==> config.mk <==
export PLATFORM = sky130hd
export DESIGN_NAME = branch_predictor
export DESIGN_NICKNAME = d
export VERILOG_FILES = /design/src/rtl/branch_predictor.sv
export SDC_FILE = /design/constraint.sdc
export NUM_CORES = 1
export LEC_CHECK = 0
export CAP_MARGIN = 10
export CORE_MARGIN = 2
export CORE_UTILIZATION = 35
export DETAILED_ROUTE_END_ITERATION = 7
export REMOVE_ABC_BUFFERS = 1
export SLEW_MARGIN = 20
export SYNTH_ARGS = -nofsm -noshare
export SYNTH_HDL_FRONTEND = slang
export SYNTH_SLANG_ARGS = --single-unit
==> constraint.sdc <==
create_clock -name clk -period 3.9 [get_ports clk]
set_input_delay 0.585 -clock clk [delete_from_list [all_inputs] [get_ports clk]]
set_output_delay 0.585 -clock clk [all_outputs]
set_load 0.02 [all_outputs]
==> src/rtl/branch_predictor.sv <==
// Direct-mapped branch predictor: tagged 2-bit counter table with target cache, plus mispredict redirect.
// Optional statistics counters are enabled by defining BRANCH_PRED_STATS_EN.
module branch_predictor #(
    parameter int IDX_W = 4,
    parameter int TAG_W = 8
) (
    input  logic        clk,
    input  logic        rst_n,
    input  logic        f_valid,
    input  logic [31:0] f_pc,
    output logic        f_pred_taken,
    output logic [31:0] f_pred_target,
    input  logic        e_valid,
    input  logic        e_is_cf,
    input  logic [31:0] e_pc,
    input  logic        e_taken,
    input  logic [31:0] e_target,
    input  logic        e_pred_taken,
    input  logic [31:0] e_pred_target,
    input  logic        stall,
    output logic        redirect_valid,
    output logic [31:0] redirect_pc
`ifdef BRANCH_PRED_STATS_EN
    ,
    output logic [31:0] stat_branches,
    output logic [31:0] stat_mispredicts
`endif
);

    localparam int ENTRIES = 1 << IDX_W;

    logic [ENTRIES-1:0] r_valid;
    logic [TAG_W-1:0]   r_tag    [ENTRIES];
    logic [1:0]         r_ctr    [ENTRIES];
    logic [31:0]        r_target [ENTRIES];
    logic               r_redirect_valid;
    logic [31:0]        r_redirect_pc;

    logic [IDX_W-1:0] w_f_idx;
    logic [TAG_W-1:0] w_f_tag;
    logic             w_f_hit;
    logic [IDX_W-1:0] w_e_idx;
    logic [TAG_W-1:0] w_e_tag;
    logic             w_e_hit;
    logic             w_update;
    logic             w_mispredict;
    logic [1:0]       w_ctr_cur;
    logic [1:0]       w_ctr_next;

    assign w_f_idx = f_pc[IDX_W+1:2];
    assign w_f_tag = f_pc[IDX_W+TAG_W+1:IDX_W+2];
    assign w_e_idx = e_pc[IDX_W+1:2];
    assign w_e_tag = e_pc[IDX_W+TAG_W+1:IDX_W+2];

    // Lookup reads the registered table, so a same-cycle update is seen only from the next cycle.
    assign w_f_hit       = f_valid & r_valid[w_f_idx] & (r_tag[w_f_idx] == w_f_tag);
    assign f_pred_taken  = w_f_hit & r_ctr[w_f_idx][1];
    assign f_pred_target = f_pred_taken ? r_target[w_f_idx] : f_pc + 32'd4;

    assign w_e_hit      = r_valid[w_e_idx] & (r_tag[w_e_idx] == w_e_tag);
    assign w_update     = e_valid & e_is_cf & ~stall;
    assign w_mispredict = w_update &
                          ((e_taken != e_pred_taken) |
                           (e_taken & e_pred_taken & (e_target != e_pred_target)));

    // NOTE: every variable assigned in always_comb gets a default first, so no latch is inferred.
    always_comb begin
        w_ctr_cur  = r_ctr[w_e_idx];
        w_ctr_next = w_ctr_cur;
        if (e_taken) begin
            if (w_ctr_cur != 2'd3) w_ctr_next = w_ctr_cur + 2'd1;
        end else begin
            if (w_ctr_cur != 2'd0) w_ctr_next = w_ctr_cur - 2'd1;
        end
    end

    // NOTE: the table is built from flops, not RAM, because reset must clear every entry.
    always_ff @(posedge clk) begin
        if (!rst_n) begin
            for (int i = 0; i < ENTRIES; i++) begin
                r_valid[i]  <= 1'b0;
                r_tag[i]    <= '0;
                r_ctr[i]    <= 2'd0;
                r_target[i] <= 32'd0;
            end
            r_redirect_valid <= 1'b0;
            r_redirect_pc    <= 32'd0;
        end else begin
            r_redirect_valid <= w_mispredict;
            if (w_mispredict) begin
                r_redirect_pc <= e_taken ? e_target : e_pc + 32'd4;
            end
            if (w_update) begin
                if (w_e_hit) begin
                    r_ctr[w_e_idx] <= w_ctr_next;
                    if (e_taken) r_target[w_e_idx] <= e_target;
                end else if (e_taken) begin
                    r_valid[w_e_idx]  <= 1'b1;
                    r_tag[w_e_idx]    <= w_e_tag;
                    r_ctr[w_e_idx]    <= 2'b10;
                    r_target[w_e_idx] <= e_target;
                end
            end
        end
    end

    assign redirect_valid = r_redirect_valid;
    assign redirect_pc    = r_redirect_pc;

`ifdef BRANCH_PRED_STATS_EN
    logic [31:0] r_stat_branches;
    logic [31:0] r_stat_mispredicts;

    always_ff @(posedge clk) begin
        if (!rst_n) begin
            r_stat_branches    <= 32'd0;
            r_stat_mispredicts <= 32'd0;
        end else begin
            if (w_update)     r_stat_branches    <= r_stat_branches + 32'd1;
            if (w_mispredict) r_stat_mispredicts <= r_stat_mispredicts + 32'd1;
        end
    end

    assign stat_branches    = r_stat_branches;
    assign stat_mispredicts = r_stat_mispredicts;
`endif

endmodule
After elaboration in Yosys (flattened, before gate mapping)
Memory sizes are Yosys's and may differ from the RTL's.
Cells that the tools add are included.
{"block": "classes", "addsub": 4, "n_lt_le_gt_ge": 3, "n_eq_ne": 5, "mux": 36, "bitwise": 15, "reduce_logical": 6}
{"op": "$mux 32", "n": 4}
{"op": "$add 32x3->32 const B", "n": 2}
{"op": "$ne 32x32->1", "n": 1}
{"op": "$reduce_or 32->1", "n": 1}
{"op": "$mux 1", "n": 20}
{"op": "$eq 8x8->1", "n": 2}
{"op": "$or 16x16->16", "n": 1}
{"op": "$mux 4", "n": 3}
{"op": "$lt 4x5->1 const B", "n": 2}
{"op": "$mux 2", "n": 5}
{"op": "$and 1x1->1", "n": 9}
{"op": "$bmux 1 s4", "n": 2}
{"op": "$mux 8", "n": 1}
{"op": "$reduce_or 8->1", "n": 1}
{"op": "$demux 1 s4", "n": 1}
{"op": "$ge 4x1->1 const B", "n": 1}
{"op": "$or 1x1->1", "n": 3}
{"op": "$reduce_and 3->1", "n": 1}
{"op": "$add 2x1->2 const B", "n": 1}
{"op": "$ne 2x2->1 const B", "n": 1}
{"op": "$not 1->1", "n": 2}
{"op": "$reduce_bool 2->1", "n": 1}
{"op": "$reduce_or 2->1", "n": 1}
{"op": "$sub 2x1->2 const B", "n": 1}
{"op": "other kinds (2)", "n": 2}
{"block": "word_totals", "reg_bits": 49, "ramBits": 672, "inputBits": 136, "output_inout_bits": 66, "n_memories": 3}
{"memory": "r_target", "words": 16, "width": 32, "read_ports": 1, "rd_clocked_by_memory_dff": 0, "write_ports": 16, "line": "35", "text": "logic [31:0] r_target [ENTRIES];"}
{"memory": "r_tag", "words": 16, "width": 8, "read_ports": 2, "rd_clocked_by_memory_dff": 0, "write_ports": 16, "line": "33", "text": "logic [TAG_W-1:0] r_tag [ENTRIES];"}
{"memory": "r_ctr", "words": 16, "width": 2, "read_ports": 2, "rd_clocked_by_memory_dff": 0, "write_ports": 16, "line": "34", "text": "logic [1:0] r_ctr [ENTRIES];"}

Logic depth before layout (Yosys ltp)
Gate-level depths: netlist of the first run.
{"block": "depth", "depth_word": 10, "ltp_mapped": 15, "ltp_nobuf": 9}

Worst setup path before layout of the first run
Ideal clock, no wire load.
{"block": "synth_timing", "path_type": "input-to-output", "from": "in f_pc[2]", "to": "out f_pred_target[2]", "t_arrival_ns": 3.386, "required_time_ns": 3.315, "setup_slack_ns": -0.071, "path_stages": 9, "n_path_buf": 3, "cell_sequence": "buf_2 -> buf_2 -> mux4_2 -> mux4_2 -> xnor2_1 -> nand3_1 -> nor3_2 -> buf_4 -> mux2i_1"}
{"block": "synth_via", "elab_chain_len": 6, "elab_cells_between_ends": 11, "cone_classes": "add/sub: 1; eq/ne: 1; mux: 3; bitwise: 3; memory: 3"}
{"item": "start, declared", "line": "10", "text": "input logic [31:0] f_pc,"}
{"item": "branches (longest 4 deep; another with $mem_v2 16x8)"}
{"item": "$and 1x1->1 *", "line": "57", "text": "assign f_pred_taken = w_f_hit & r_ctr[w_f_idx][1];"}
{"item": "via f_pred_taken", "line": "11", "text": "output logic f_pred_taken,"}
{"item": "$mux 32 *", "line": "58", "text": "assign f_pred_target = f_pred_taken ? r_target[w_f_idx] : f_pc + 32'd4;"}
{"item": "end, declared", "line": "12", "text": "output logic [31:0] f_pred_target,"}
Mark *: on every way through the listed nets, which the timed path passes. The select of a mux whose other input is x is not followed.

==> qor.txt, run 1 <==
=========================================================================================
Cell types with the largest area share after synthesis                       edfxtp_1 (56%), mux4_2 (14%), and2_1 (9.1%)
Power, Total                                                                      18.8 mW
Number of clock buffers inserted by TritonCTS                                          81
Post-DP HPWL                                                                     86100 um
Die Span Y                                                                         324 um
Post-route minimum period                                                         4180 ps
Fraction of the yosys area taken by sequential cells                                59.1%
Setup crit start kind                                                           flip-flop
Number of enable flip-flop cells after synthesis                                      672
Required time at the worst-slack endpoint                                         3310 ps
CP Max Fanout                                                                           6
Post-Place Worst Slack                                                            -588 ps
DRC marker count from the first detailed-route iteration                             2948
Crit Reg-Reg Startpoint                                                       r_tag[1][0]
Worst slew pin tran                                                                838 ps
Mean cell area of the mapped netlist                                             14.0 um2
Clk root buf                                                                    clkbuf_16
Register bit count reported by yosys                                                  721
Crit Path Class                                                              flip-flop to primary output
Clock Sinks                                                                           721
LEAKAGE                                                                           15.7 nW
Family with the most delay on the worst path                                 multiplexers
Arrival time at the worst endpoint                                                3590 ps
CTS Buffer Depth                                                                        3
Count of maximum capacitance violations                                                 0
Net count of the finished layout                                                     3030
Number of distinct standard cells referenced by the synthesized netlist                63
Buffers added on ports                                                                201
Standard cell core area                                                         0.102 mm2
Cell with the largest stage delay on the worst path                                mux4_2
Relative area change from synthesis to final layout                                 24.2%
Proportion of register bits with asynchronous set or reset after synthesis             0%
Proportion of netlist area held by the largest area contributor                     56.3%
Number of placement rows                                                              117
Post-route clock skew                                                             31.4 ps
Final setup violation count                                                            32
Critical Path Most Common Cell                                                     buf_12
Vias/cell                                                                            5.55
Critical path endpoint category                                              primary output
Fin worst setup slack                                                             -279 ps
Cell with the most instances after synthesis                                     edfxtp_1
Cell types with the highest counts after synthesis                           edfxtp_1 (672), and2_1 (520), mux4_2 (228), clkbuf_1 (183), nor2_1 (177)
Residual DRC count                                                                      0
Clk_lat worst skew                                                                 660 ps
RSZ-0062 raised after global routing                                                  yes
Clock slew at reported path FFs                                                     60 ps
Count of final hold-check violations                                                    0
Achievable frequency                                                              239 MHz
Count of fill cells added during filler insertion                                    9129
Share of layout cells above drive strength 1                                        25.5%
Total congestion overflow after global routing                                          0
Cell area after synthesis                                                      0.0358 mm2
Syn Inst Count                                                                       2564
Maximum single-stage delay on the critical path                                    520 ps
Antenna viol nets, final                                                                0
Rel. slew slack                                                                     44.1%
Outcome                                                                      complete, but fails checks
Library cell occupying the most area in the post-synthesis netlist               edfxtp_1
Post-route cell area                                                           0.0445 mm2
First-pass GRT wire length                                                      179000 um
Origin of the worst min-delay path                                                  rst_n
Yosys warning count                                                                     0
Total detailed-routing wirelength                                               127000 um
Largest vdd supply drop                                                          0.323 mV
Tightest Hold Check Type                                                     primary input to flip-flop
Power density cells                                                            423 mW/mm2
Setup TNS                                                                        -6420 ps
Crit path launch                                                              r_tag[7][3]
Die boundary width                                                                 324 um
Number of antenna violations at the first check in global routing                      11
Leading register cell type out of synthesis                                      edfxtp_1
Largest net degree at the start of global routing                                      91
Starting utilization of the core area                                               35.3%
Number of search-and-repair iterations in the first detailed-routing pass               6
Final clock period utilization by the worst path                                     107%
Count of antenna diodes in the layout                                                   0
Ordered list of cells on the worst path                                      mux4_2 -> mux4_2 -> xnor2_2 -> nand4_1 -> nor3_4 -> buf_12 -> buf_12 -> buf_12 -> mux2_4 -> buf_6
Overall global routing resource usage                                               24.2%
Routability congestion estimate from global placement                               0.956
H-tree depth                                                                            3
Number of buffer and inverter stages on the critical path                               4
Count of final max-slew check failures                                                  0
Standard cell area after detailed placement                                    0.0415 mm2
CTS tree                                                                              yes
Total vias in the final route                                                       24000
Via count of the first global-routing pass                                          24500
Violated checks                                                              setup timing
Hold buffer count at CTS                                                                0
Average detailed-routed wire length per instance                                  29.4 um
Top Ports                                                                             202
Area of the die                                                                 0.105 mm2
Post-layout util                                                                    43.8%
=========================================================================================
per-stage QoR:
stage / instances / hold WS, ps
floorplan: 2325 / 428
global placement: 4166 / 445
detailed placement: 4166 / 455
CTS: 4324 / 258
global route: 4324 / 281
finish: 4324 / 272
routing by layer:
layer / vias to the layer above / GRT usage (%) / routed length [um]
met5: - / 0 / 36
met4: 6 / 8.74 / 4930
li1: 10100 / - / -
met2: 1369 / 38.8 / 59000
met1: 12300 / 32.3 / 50800
met3: 240 / 5.15 / 12100
power by group:
part | total (mW) | switching [mW] | internal, mW
Clock | 7.73 | 3.28 | 4.45
Combinational | 2.11 | 1.14 | 0.971
Sequential | 8.97 | 0.159 | 8.81
Total | 18.8 | 4.58 | 14.2
repair_timing:
| action | 4_1_cts | 5_1_grt |
|---|---|---|
| gates cloned | 3 | 0 |
| gates resized for setup | 238 | 6 |
| setup endpoints to repair | 33 | 33 |
| endpoints found under the hold margin | 0 | 0 |
| pin swaps | 3 | 1 |
| buffers inserted | 4 | 2 |
final timing paths:
path	end	slack, ps	depth (start not counted)
min reg2reg	r_valid[0]	460	2
max reg2reg	r_tag[6][7]	310	11
min	redirect_pc[6]	270	2
max	f_pred_target[19]	-280	10
flip-flops by register name, summed over array words and instances (netlist names):
name	flops
r_target	512
r_tag	128
r_ctr	32
redirect_pc	32
r_valid	16
redirect_valid	1
kinds of logic after synthesis:
family | Yosys count | synth area share [%]
compound gates | 136 | 2.60
flops | 721 | 59.1
simple gates | 1019 | 15.3
xor+xnor | 105 | 2.57
mux | 326 | 17.4
fa+ha+maj | 6 | 0.210
buf+inv | 251 | 2.89
cell type report:
cell class | count | area [um2] | share of cell area [%]
flip-flops and latches | 721 | 21200 | 47.6
multi-input cells | 1592 | 14000 | 31.4
repair buffers | 480 | 4920 | 11.1
clock buffers | 109 | 2220 | 5.00
well taps | 1368 | 1710 | 3.85
clock inverters | 42 | 467 | 1.05
inverters | 12 | 45.0 | 0.101
cells in the final DEF, fill, tap and decap left out, types with 14 or more instances in the layout:
master,synthesis,routed
nand3_1,45,44
xor2_1,30,30
o21ai_0,21,21
clkbuf_16,0,82
buf_4,7,221
clkinv_2,0,14
nor2b_1,30,30
a21oi_1,28,28
dfxtp_1,49,49
nor2_1,177,161
nor2_4,0,16
edfxtp_1,672,672
buf_12,0,59
nand2_1,170,154
mux2i_1,62,62
a22oi_1,25,25
xnor2_1,75,71
mux4_2,228,228
buf_6,4,35
nand2_2,0,16
mux2_4,0,31
nand4_1,27,27
clkbuf_1,183,20
o21bai_1,16,16
and2_1,520,520
clkdlybuf4s50_1,0,160
No activity file was read; power rests on OpenSTA's default activity.
==> run 2, diff against run 1 <==
--- a/config.mk
+++ b/config.mk
@@ -9,6 +9,7 @@
 export CORE_MARGIN = 2
 export CORE_UTILIZATION = 35
 export DETAILED_ROUTE_END_ITERATION = 7
+export PLACE_DENSITY_LB_ADDON = 0.08
 export REMOVE_ABC_BUFFERS = 1
 export SLEW_MARGIN = 20
 export SYNTH_ARGS = -nofsm -noshare
==> constraint.sdc (replaced) <==
create_clock -name clk -period 4.3 [get_ports clk]
set_input_delay 0.645 -clock clk [delete_from_list [all_inputs] [get_ports clk]]
set_output_delay 0.645 -clock clk [all_outputs]
set_load 0.02 [all_outputs]
==> qor.txt, run 2 (same netlist as run 1, synthesis figures left out) <==
========================================================================================
Count of fill cells added during filler insertion                                   9241
Achievable frequency                                                             230 MHz
Net count of the finished layout                                                    3009
Proportion of power drawn by combinational gates                                   11.0%
CTS tree                                                                             yes
Final clock period utilization by the worst path                                    101%
Violated checks                                                             setup timing
Fin worst setup slack                                                           -50.2 ps
Flip-flop count of the largest register after layout                                 512
Cell with the largest stage delay on the worst path                               mux4_2
Total congestion overflow after global routing                                         0
Via count of the first global-routing pass                                         24000
Count of maximum capacitance violations                                                0
Met3 usage                                                                         3.18%
Overall global routing resource usage                                              26.4%
Post-DP HPWL                                                                    91400 um
Clock Sinks                                                                          721
Number of clock buffers inserted by TritonCTS                                         84
Switching component of the power                                                 4.21 mW
Maximum single-stage delay on the critical path                                   520 ps
Number of placement rows                                                             117
Worst hold margin                                                                 435 ps
H-tree depth                                                                           3
Total vias in the final route                                                      23700
Antenna viol nets, final                                                               0
Relative area change from synthesis to final layout                                23.9%
Required time at the worst-slack endpoint                                        3650 ps
Total detailed-routing wirelength                                              138000 um
RSZ-0062 raised after global routing                                                 yes
Die Span Y                                                                        324 um
CTS Buffer Depth                                                                       3
Arrival time at the worst endpoint                                               3710 ps
Area of the die                                                                0.105 mm2
Share of power burned in the clock network                                         42.2%
Die boundary width                                                                324 um
Top Ports                                                                            202
Worst slew pin tran                                                              1050 ps
Post-route minimum period                                                        4350 ps
Register with the highest flop count                                            r_target
Crit Path Class                                                             flip-flop to primary output
Vias/cell                                                                           5.49
Number of buffer and inverter stages on the critical path                              4
Clock slew at reported path FFs                                                    60 ps
Number of antenna violations at the first check in global routing                      7
DRC marker count from the first detailed-route iteration                            2552
Area used by sequential logic in the layout                                   0.0212 mm2
Largest vdd supply drop                                                         0.269 mV
Net switching fraction of the power                                                24.2%
Final instance count without filler cells                                           4311
Starting utilization of the core area                                              35.3%
Post-route cell area                                                          0.0444 mm2
Clk_lat worst skew                                                                670 ps
Leading cell types in the layout, fill and taps excluded                    edfxtp_1 (672), and2_1 (520), mux4_2 (228)
Post-route clock skew                                                            33.9 ps
Outcome                                                                     complete, but fails checks
Largest net degree at the start of global routing                                     67
Number of search-and-repair iterations in the first detailed-routing pass              5
Buffers added on ports                                                               201
Standard cell core area                                                        0.102 mm2
Worst r2r path cells                                                                  11
CP Max Fanout                                                                          5
Most frequent standard cell in the layout excluding fill and tap cells          edfxtp_1
Total number of cells along the worst setup path                                      10
Standard cell area after detailed placement                                   0.0412 mm2
Placed Instances                                                                    4136
Most used routing layer in global routing                                           met2
Sequential share of power                                                          46.8%
First-pass GRT wire length                                                     191000 um
Setup crit start kind                                                          flip-flop
Global Route met1 Usage                                                            37.3%
Routability congestion estimate from global placement                              0.910
Tightest Hold Check Type                                                    primary input to flip-flop
Count of final max-slew check failures                                                 0
Critical path endpoint category                                             primary output
Routing usage on met2                                                              43.4%
Count of final hold-check violations                                                   0
Clk root buf                                                                   clkbuf_16
Share of layout cells above drive strength 1                                       25.0%
Hold Path Stages                                                                       2
Residual DRC count                                                                     0
Power density cells                                                           392 mW/mm2
Family with the most delay on the worst path                                multiplexers
Multi-input logic area                                                        0.0139 mm2
Rel. slew slack                                                                    30.3%
LEAKAGE                                                                          15.6 nW
Ordered list of cells on the worst path                                     mux4_2 -> mux4_2 -> xnor2_1 -> nand4_1 -> nor3_4 -> buf_12 -> buf_12 -> buf_8 -> mux2_4 -> buf_6
Final setup violation count                                                           15
Post-Place Worst Slack                                                           -594 ps
Internal power                                                                   13.2 mW
Power, Total                                                                     17.4 mW
Average detailed-routed wire length per instance                                 31.9 um
Leading registers by flop count                                             r_target: 512 flops, r_tag: 128 flops
========================================================================================
==> run 2: cell count changes in the layout (fill, tap and decap cells not counted), moves of 4 or more <==
cell       before  now
buf_4         221  196
clkbuf_1       20   16
clkbuf_16      82   89
clkinv_1       13   18
diode_2         0    5
xnor2_1        71   75
xnor2_2         4    0
==> run 2: cell type report <==
| type | instances | area share (%) |
|---|---|---|
| well taps | 1368 | 3.86 |
| diodes | 5 | 0.0282 |
| clock inverters | 49 | 1.07 |
| clock buffers | 108 | 5.25 |
| flip-flops and latches | 721 | 47.7 |
| repair buffers | 456 | 10.6 |
| inverters | 12 | 0.102 |
| multi-input cells | 1592 | 31.4 |
==> run 2: metal layers <==
layer / vias up / part of all wire, %
met3: 156 / 6.3
met1: 12500 / 44
li1: 10100 / -
met5: - / 0.0094
met4: 2 / 2.2
met2: 1005 / 48
==> run 2: final timing paths <==
path	slack [ps]	endpoint	start
setup / recovery	-50	f_pred_target[14]	r_tag[7][3]
hold / removal	440	redirect_pc[3]	rst_n
setup reg to reg	480	r_ctr[10][1]	r_tag[1][0]
hold reg to reg	460	r_valid[0]	r_valid[0]
==> run 2: per-stage QoR <==
step	TNS [ps]	utilization, %
floorplan	-9550	-
global placement	-25530	40.6
detailed placement	-17570	40.6
CTS	-3070	43.6
global route	-2280	43.7
finish	-461	43.7
==> run 2: power groups by stage <==
stage                     clock network [mW]  logic (mW)  registers (mW)
final                                   7.34        1.92            8.13
after global routing                    7.73        2.01            8.15
after CTS                               7.46        1.91            8.13
after global placement                     0        1.89            8.26
after floorplan                            0       0.791            8.21
after detailed placement                   0        1.89            8.27
==> run 2: timing repair <==
item                                    4_1_cts  5_1_grt
endpoints found under the hold margin         0        0
hold buffers                                  0        0
cloned                                        2        0
buffers inserted                             13        0
endpoints found under the setup margin       33       33
pin swaps                                     2        3
gates resized for setup                     199       50
==> run 2: worst register-to-register path: cells and delay by family, from the launching register on <==
family	cells	cell delay, ps
mux	2	830
compound gates	4	1300
flops	1	420
buf+inv	3	690
simple gates	1	220
xor+xnor	1	90
